--- config.mk ---
export PLATFORM = sky130hd
export DESIGN_NAME = ysyx_23060203_csu
export DESIGN_NICKNAME = d
export VERILOG_FILES = /design/src/rtl/ysyx_23060203_csu.sv
export SDC_FILE = /design/constraint.sdc
export NUM_CORES = 1
export LEC_CHECK = 0
export ABC_AREA = 1
export CORE_ASPECT_RATIO = 0.9
export CORE_MARGIN = 8
export CORE_UTILIZATION = 35
export CTS_CLUSTER_SIZE = 30
export DETAILED_ROUTE_END_ITERATION = 12
export PLACE_DENSITY = 0.76
export SLEW_MARGIN = 0
export SYNTH_ARGS = -nofsm -noshare
export SYNTH_HDL_FRONTEND = slang
export SYNTH_SLANG_ARGS = --single-unit
--- constraint.sdc ---
create_clock -name clock -period 0.9 [get_ports clock]
set_input_delay 0.18 -clock clock [delete_from_list [all_inputs] [get_ports clock]]
set_output_delay 0.18 -clock clock [all_outputs]
set_load 0.005 [all_outputs]
--- src/rtl/ysyx_23060203_csu.sv ---
// ysyx_23060203_csu -- control-status unit for writeback/branch redirects.
//
// This unit takes a flush request from writeback (CSR write, trap, xRET or
// fence.i) or a mispredict redirect from execute. It kills younger in-flight
// work and, for fence.i, waits for the LSU to drain and then runs an I-cache
// invalidate. It then offers the new fetch PC to the IFU over a
// valid/ready handshake.
//
// Configuration macro: YSYX_23060203_FENCEI_EN
//   defined   : fence.i walks DRAIN -> INV -> REDIR
//   undefined : fencei is ignored, fence.i behaves as a plain flush, and
//               icache_inv_req is constant 0. DRAIN/INV become unreachable
//               and synthesis folds them away.
//
// Ports:
//   clock, reset     clock; synchronous active-high reset
//   cs_flush/cs_dnpc writeback flush pulse and its target PC
//   fencei           marks cs_flush as fence.i
//   br_valid/br_dnpc execute mispredict redirect and its target PC
//   lsu_idle         LSU has no outstanding load/store
//   icache_inv_req   invalidate-all request to the I-cache
//   icache_inv_ack   invalidate-done pulse from the I-cache
//   flush            kill younger work (same cycle as the accepted request)
//   redirect_valid   new fetch PC offered to the IFU
//   redirect_ready   IFU accepts the redirect
//   redirect_pc      new fetch PC (0 when redirect_valid is low)
//   busy             redirect sequence in progress; IFU must not fetch
module ysyx_23060203_csu (
  input  logic        clock,
  input  logic        reset,
  input  logic        cs_flush,
  input  logic [31:0] cs_dnpc,
  input  logic        fencei,
  input  logic        br_valid,
  input  logic [31:0] br_dnpc,
  input  logic        lsu_idle,
  output logic        icache_inv_req,
  input  logic        icache_inv_ack,
  output logic        flush,
  output logic        redirect_valid,
  input  logic        redirect_ready,
  output logic [31:0] redirect_pc,
  output logic        busy
);

`ifdef YSYX_23060203_FENCEI_EN
  localparam bit FENCEI_EN = 1'b1;
`else
  localparam bit FENCEI_EN = 1'b0;
`endif

  typedef enum logic [1:0] {
    IDLE  = 2'd0,
    DRAIN = 2'd1,
    INV   = 2'd2,
    REDIR = 2'd3
  } state_t;

  state_t      state;
  state_t      next_state;
  logic [31:0] pc_r;
  logic        fi_r;
  logic        accept;
  logic        is_fencei;
  logic [31:0] sel_pc;

  // Requests arriving outside IDLE belong to work that is already being
  // killed, so only IDLE accepts. Reset also masks flush, which keeps every
  // output low while reset is held.
  assign accept    = !reset && (state == IDLE) && (cs_flush || br_valid);
  assign is_fencei = FENCEI_EN && cs_flush && fencei;

  // cs_flush comes from an older instruction than br_valid, so it takes
  // priority.
  assign sel_pc = cs_flush ? cs_dnpc : br_dnpc;

  always_ff @(posedge clock) begin
    if (reset) state <= IDLE;
    else       state <= next_state;
  end

  // The captured PC is forced to word alignment. The mask is applied to
  // the whole word so that every input bit takes part in the expression.
  always_ff @(posedge clock) begin
    if (reset) begin
      pc_r <= 32'h0;
      fi_r <= 1'b0;
    end else if (accept) begin
      pc_r <= sel_pc & ~32'h3;
      fi_r <= is_fencei;
    end
  end

  always_comb begin
    next_state     = state;
    flush          = 1'b0;
    redirect_valid = 1'b0;
    redirect_pc    = 32'h0;
    icache_inv_req = 1'b0;
    busy           = (state != IDLE);
    case (state)
      IDLE: begin
        flush = accept;
        if (accept) next_state = is_fencei ? DRAIN : REDIR;
      end
      DRAIN: begin
        // fi_r is always set in this state. It acts as a guard so that a
        // non-fence entry can never fall through into the invalidate.
        if (lsu_idle) next_state = fi_r ? INV : REDIR;
      end
      INV: begin
        icache_inv_req = FENCEI_EN;
        if (icache_inv_ack) next_state = REDIR;
      end
      REDIR: begin
        redirect_valid = 1'b1;
        redirect_pc    = pc_r;
        if (redirect_ready) next_state = IDLE;
      end
      default: next_state = IDLE;
    endcase
  end

`ifndef SYNTHESIS
  // Writeback must not raise another flush while a sequence is running.
  always_ff @(posedge clock) begin
    if (!reset && (state != IDLE) && cs_flush)
      $error("ysyx_23060203_csu: cs_flush while busy (protocol error)");
  end
`endif

endmodule

## Word-level counts from Yosys, hierarchy flattened

Index checks and enable logic that the tools add are counted.

| word-level totals | value |
|---|---|
| register bits after elaboration | 32 |
| input bits | 72 |
| output and inout bits | 36 |
| word-level logic and storage cells | 25 |

| operators by class | value |
|---|---|
| equal/unequal tests | 7 |
| muxes and demuxes | 9 |
| reductions and logical operators | 7 |

Operators with widths:

| operator | count |
|---|---|
| two-way mux 32 bit | 2 |
| two-way mux 2 bit | 4 |
| != test 2 bit (second input constant) | 4 |
| case mux 2 bit (4 select lines) | 1 |
| equality test 2 bit (second input constant) | 2 |
| AND reduction 4 bit | 1 |
| equality test 2 x 1 -> 1 bit (second input constant) | 1 |
| logical AND 1 bit | 2 |
| zero test 2 bit | 1 |
| two-way mux 1 bit | 2 |
| nonzero test 2 bit | 1 |
| zero test 1 bit | 1 |
| logical OR 1 bit | 1 |

## Depth between registers and ports, before layout

| depth | value |
|---|---|
| depth in word-level cells | 5 |
| gate-level depth with buffers | 7 |
| mapped depth without buffers | 6 |

## Worst setup path before layout

OpenSTA, ideal clock, no wires.

| path | value |
|---|---|
| kind | reg-to-reg |
| start | register state[0] |
| end | register pc_r[10] |
| setup time | 0.113 ns |
| data arrival time | 0.905 ns |
| data required time | 0.787 ns |
| path slack | -0.117 ns |
| cell stages (with the launch flop) | 7 |
| buffers on the path | 1 |
| period minus slack after synthesis | 1.017 ns |
| path through | dfxtp_1 > nor2_1 > nand2_2 > buf_2 > nand2_1 > nand2_1 > nor2_1 |

| on the way | value |
|---|---|
| longest elaborated chain between the ends | 3 |

RTL lines:

| what | RTL line | RTL |
|---|---|---|
| start: declaration | 59 | `state_t state;` |
| start signal: assignment | 79 | `else state <= next_state;` |
| zero test 2 bit | 70 | `assign accept = !reset && (state == IDLE) && (cs_flush \|\| br_valid);` |
| logical AND 1 bit (2 in series) | 70 |  |
| end signal: assignment | 89 | `pc_r <= sel_pc & ~32'h3;` |
| end: declaration | 61 | `logic [31:0] pc_r;` |

No other way between the ends.
A chain may end at the register's enable or synchronous reset.

## Worst setup path in the final report

| path | value |
|---|---|
| start | register state[0] |
| end | output port redirect_pc[21] |

| on the way | value |
|---|---|
| longest elaborated chain between the ends | 2 |

RTL lines:

| what | RTL line | RTL |
|---|---|---|
| equality test 2 bit | 101 | `case (state)` |
| two-way mux 32 bit | 101 |  |
| end: declaration | 42 | `output logic [31:0] redirect_pc,` |

No other way between the ends.

==> flow_summary.ini <==
[placement]
dp.final_hpwl_mm = 4.33
pre_cts_ws_ns = -0.698
numPortBuffers = 97
place.gp.congestion = 0.744

[sta]
slew_viol_final = 0
rsz0062_at_grt = true
fmax_mhz = 718
setup_viol = 64
setup_ws_ns = -0.492
fin_crit_sh_pct = 155
fin_crit_ns = 1.39
clock-skew-final_ns = 0.00471
final_hold_viol_count = 0
whs_ns = 0.460

[clock_network]
clkTransAtPathRegs_ns = 0.07
cts_buffer_depth = 2
clock_sinks = 31
htreeDepth = 2
cts-root-buf = clkbuf_8
cts_buffers = 5
clk_latency_ns = 0.28
cts_tree = done

[floorplan]
io_pins = 108
die_h_um = 85.9
fp.coreArea_mm2 = 0.00526
start_util_pct = 36.2
die_w_um = 93.7
placementRows = 25
dieArea_mm2 = 0.00805

[route]
wire_per_inst_um = 12.4
wirelength_mm = 6.83
dr.pass1.iters = 4
viasPerCell = 4.27
vias = 2354
drc = 0
ant_nets = 0
drt-initial-drc-count = 61

[finish]
final_core_util_pct = 69.8
num-nets-final = 555
diodes = 0
final_common_cell = nand2_1
layout_common_cells = 139 x nand2_1, 64 x clkdlybuf4s50_1, 51 x inv_1
syn_to_final_growth_pct = 92.9
drive_gt1_share_pct = 33.9

[global_route]
grt_pass1_wl_mm = 10.4
grt_use_total_pct = 15.8
grt_max_degree = 31
grt_pass1_vias = 2289
grt.overflow.total = 0
grt_antenna_before_repair = 0

[critical_path]
crit_type = reg2out
crit_path_max_incr_delay_ns = 0.39
worstRegToRegCells = 7
rrSetupSlack_ns = -0.39
cp.arrival_ns = 1.21
cpMostUsedCell = buf_12
r2r_start = state[0]$_SDFFE_PP0P_
crit_path_top_delay_cell = dfxtp_4
cp_num_buf_inv = 5
reg2reg_to = pc_r[31]$_SDFFE_PP0P_
cp_max_fo = 5
worstPathRequired_ns = 0.72
crit_chain = buf_12 > buf_12 > buf_6 > nand2_2 > inv_1 > buf_2
critical_path_cell_count = 6
path_delay_family = buffers and inverters
startpoint_type = flop
cp-end-kind = output pin

[pwr]
vdd_drop_max_mv = 0.616
internal_power_mw = 3.14
p_seq_share_pct = 35.7
leakage_nw = 2.08
p_comb_share_pct = 37.6
swShare_pct = 30.2
clockPowerShare_pct = 26.7
p_switching_mw = 1.36
power_density_mw_per_mm2 = 1230

[logic_synthesis]
mappedNetlistArea_mm2 = 0.00190
synth_cell_types = 12
ys_ff_latch = 31
synth_area_per_cell_um2 = 5.24
yosysSeqAreaShare_pct = 32.7
synthCells = 363
yosysWarnings = 0

[hold_path]
holdCritStartpoint = redirect_ready
worst_hold_path.num_cells = 2
hp-class = in2reg
min_to = state[0]$_SDFFE_PP0P_

[status]
status = complete, but fails checks
violations = negative setup slack

[run]
max-cap-violations = 0
-- repair_timing --
item	in CTS	in global routing
pin swaps	13	9
resized for setup	192	94
setup endpoints to repair	64	64
cloned	2	5
hold buffers	0	0
buffers inserted	13	10
-- state kept, by name (all words and copies together), names as in the netlist --
name,count
pc_r,30
state,1
-- worst max-delay path by stage --
| stage | start | endpoint | slack [ns] |
|---|---|---|---|
| 2_1_floorplan | state[0]$_SDFFE_PP0P_ | pc_r[13]$_SDFFE_PP0P_ | -0.06 |
| 3_3_place_gp | cs_flush | flush | -0.71 |
| 3_5_place_dp | cs_flush | flush | -0.70 |
| 4_1_cts | state[0]$_SDFFE_PP0P_ | redirect_pc[17] | -0.51 |
| 5_1_grt | state[0]$_SDFFE_PP0P_ | redirect_pc[21] | -0.54 |
| 6_report | state[0]$_SDFFE_PP0P_ | redirect_pc[21] | -0.49 |
-- per-stage QoR --
stage | TNS, ns | power, mW | instance area (µm²) | std cells
2_1_floorplan | -2.80 | 2.14 | 1920 | 365
3_3_place_gp | -30.70 | 2.73 | 3000 | 519
3_5_place_dp | -31.16 | 2.76 | 3000 | 519
4_1_cts | -22.51 | 4.18 | 3250 | 540
5_1_grt | -27.90 | 4.78 | 3670 | 551
6_report | -24.44 | 4.50 | 3670 | 551
-- layer usage --
layer	up-vias	routed length (µm)	part of all wire, %	track usage (%)
li1	1245	-	-	-
met1	1029	2750	40	16.7
met2	73	3370	49	27.7
met3	7	660	9.7	7.42
met4	0	47	0.69	3.45
met5	-	0	0	0
-- worst register-to-register path, delay by kind of cell (launching register included) --
| family | cells | cell delay [ns] |
|---|---|---|
| simple gates | 4 | 0.34 |
| buf+inv | 3 | 0.47 |
| flops | 1 | 0.39 |
-- power groups by stage --
stage / Sequential, mW / Combinational [mW] / Clock, mW
2_1_floorplan: 1.58 / 0.560 / 0
3_3_place_gp: 1.60 / 1.13 / 0
3_5_place_dp: 1.61 / 1.15 / 0
4_1_cts: 1.59 / 1.37 / 1.23
5_1_grt: 1.62 / 1.85 / 1.31
6_report: 1.60 / 1.69 / 1.20
-- Yosys cell counts, drive strengths merged --
library cell,n,share of area (%)
clkbuf,4,0.79
dfxtp,31,33
nor2,61,12
nand2,183,36
buf,18,5.1
conb,1,0.20
inv,64,13
o21ai,1,0.26
-- logic make-up (layout without fill, tap and decap cells) --
kind of cell	after synthesis	in the layout	share of synthesized area, %
AO/OA/AOI/OAI	1	1	0.263
buffers and inverters	86	205	18.6
flip-flops	31	31	32.7
other	1	3	0.197
AND/OR/NAND/NOR	244	244	48.3
-- layout make-up --
| cell class | instances | area, µm² |
|---|---|---|
| clock buffers | 8 | 100 |
| fillers | 437 | 1590 |
| inverters | 64 | 240 |
| multi-input cells | 248 | 1230 |
| flip-flops and latches | 31 | 624 |
| well taps | 67 | 83.8 |
| repair buffers | 133 | 1380 |
Power figures use the tool's default switching activity.
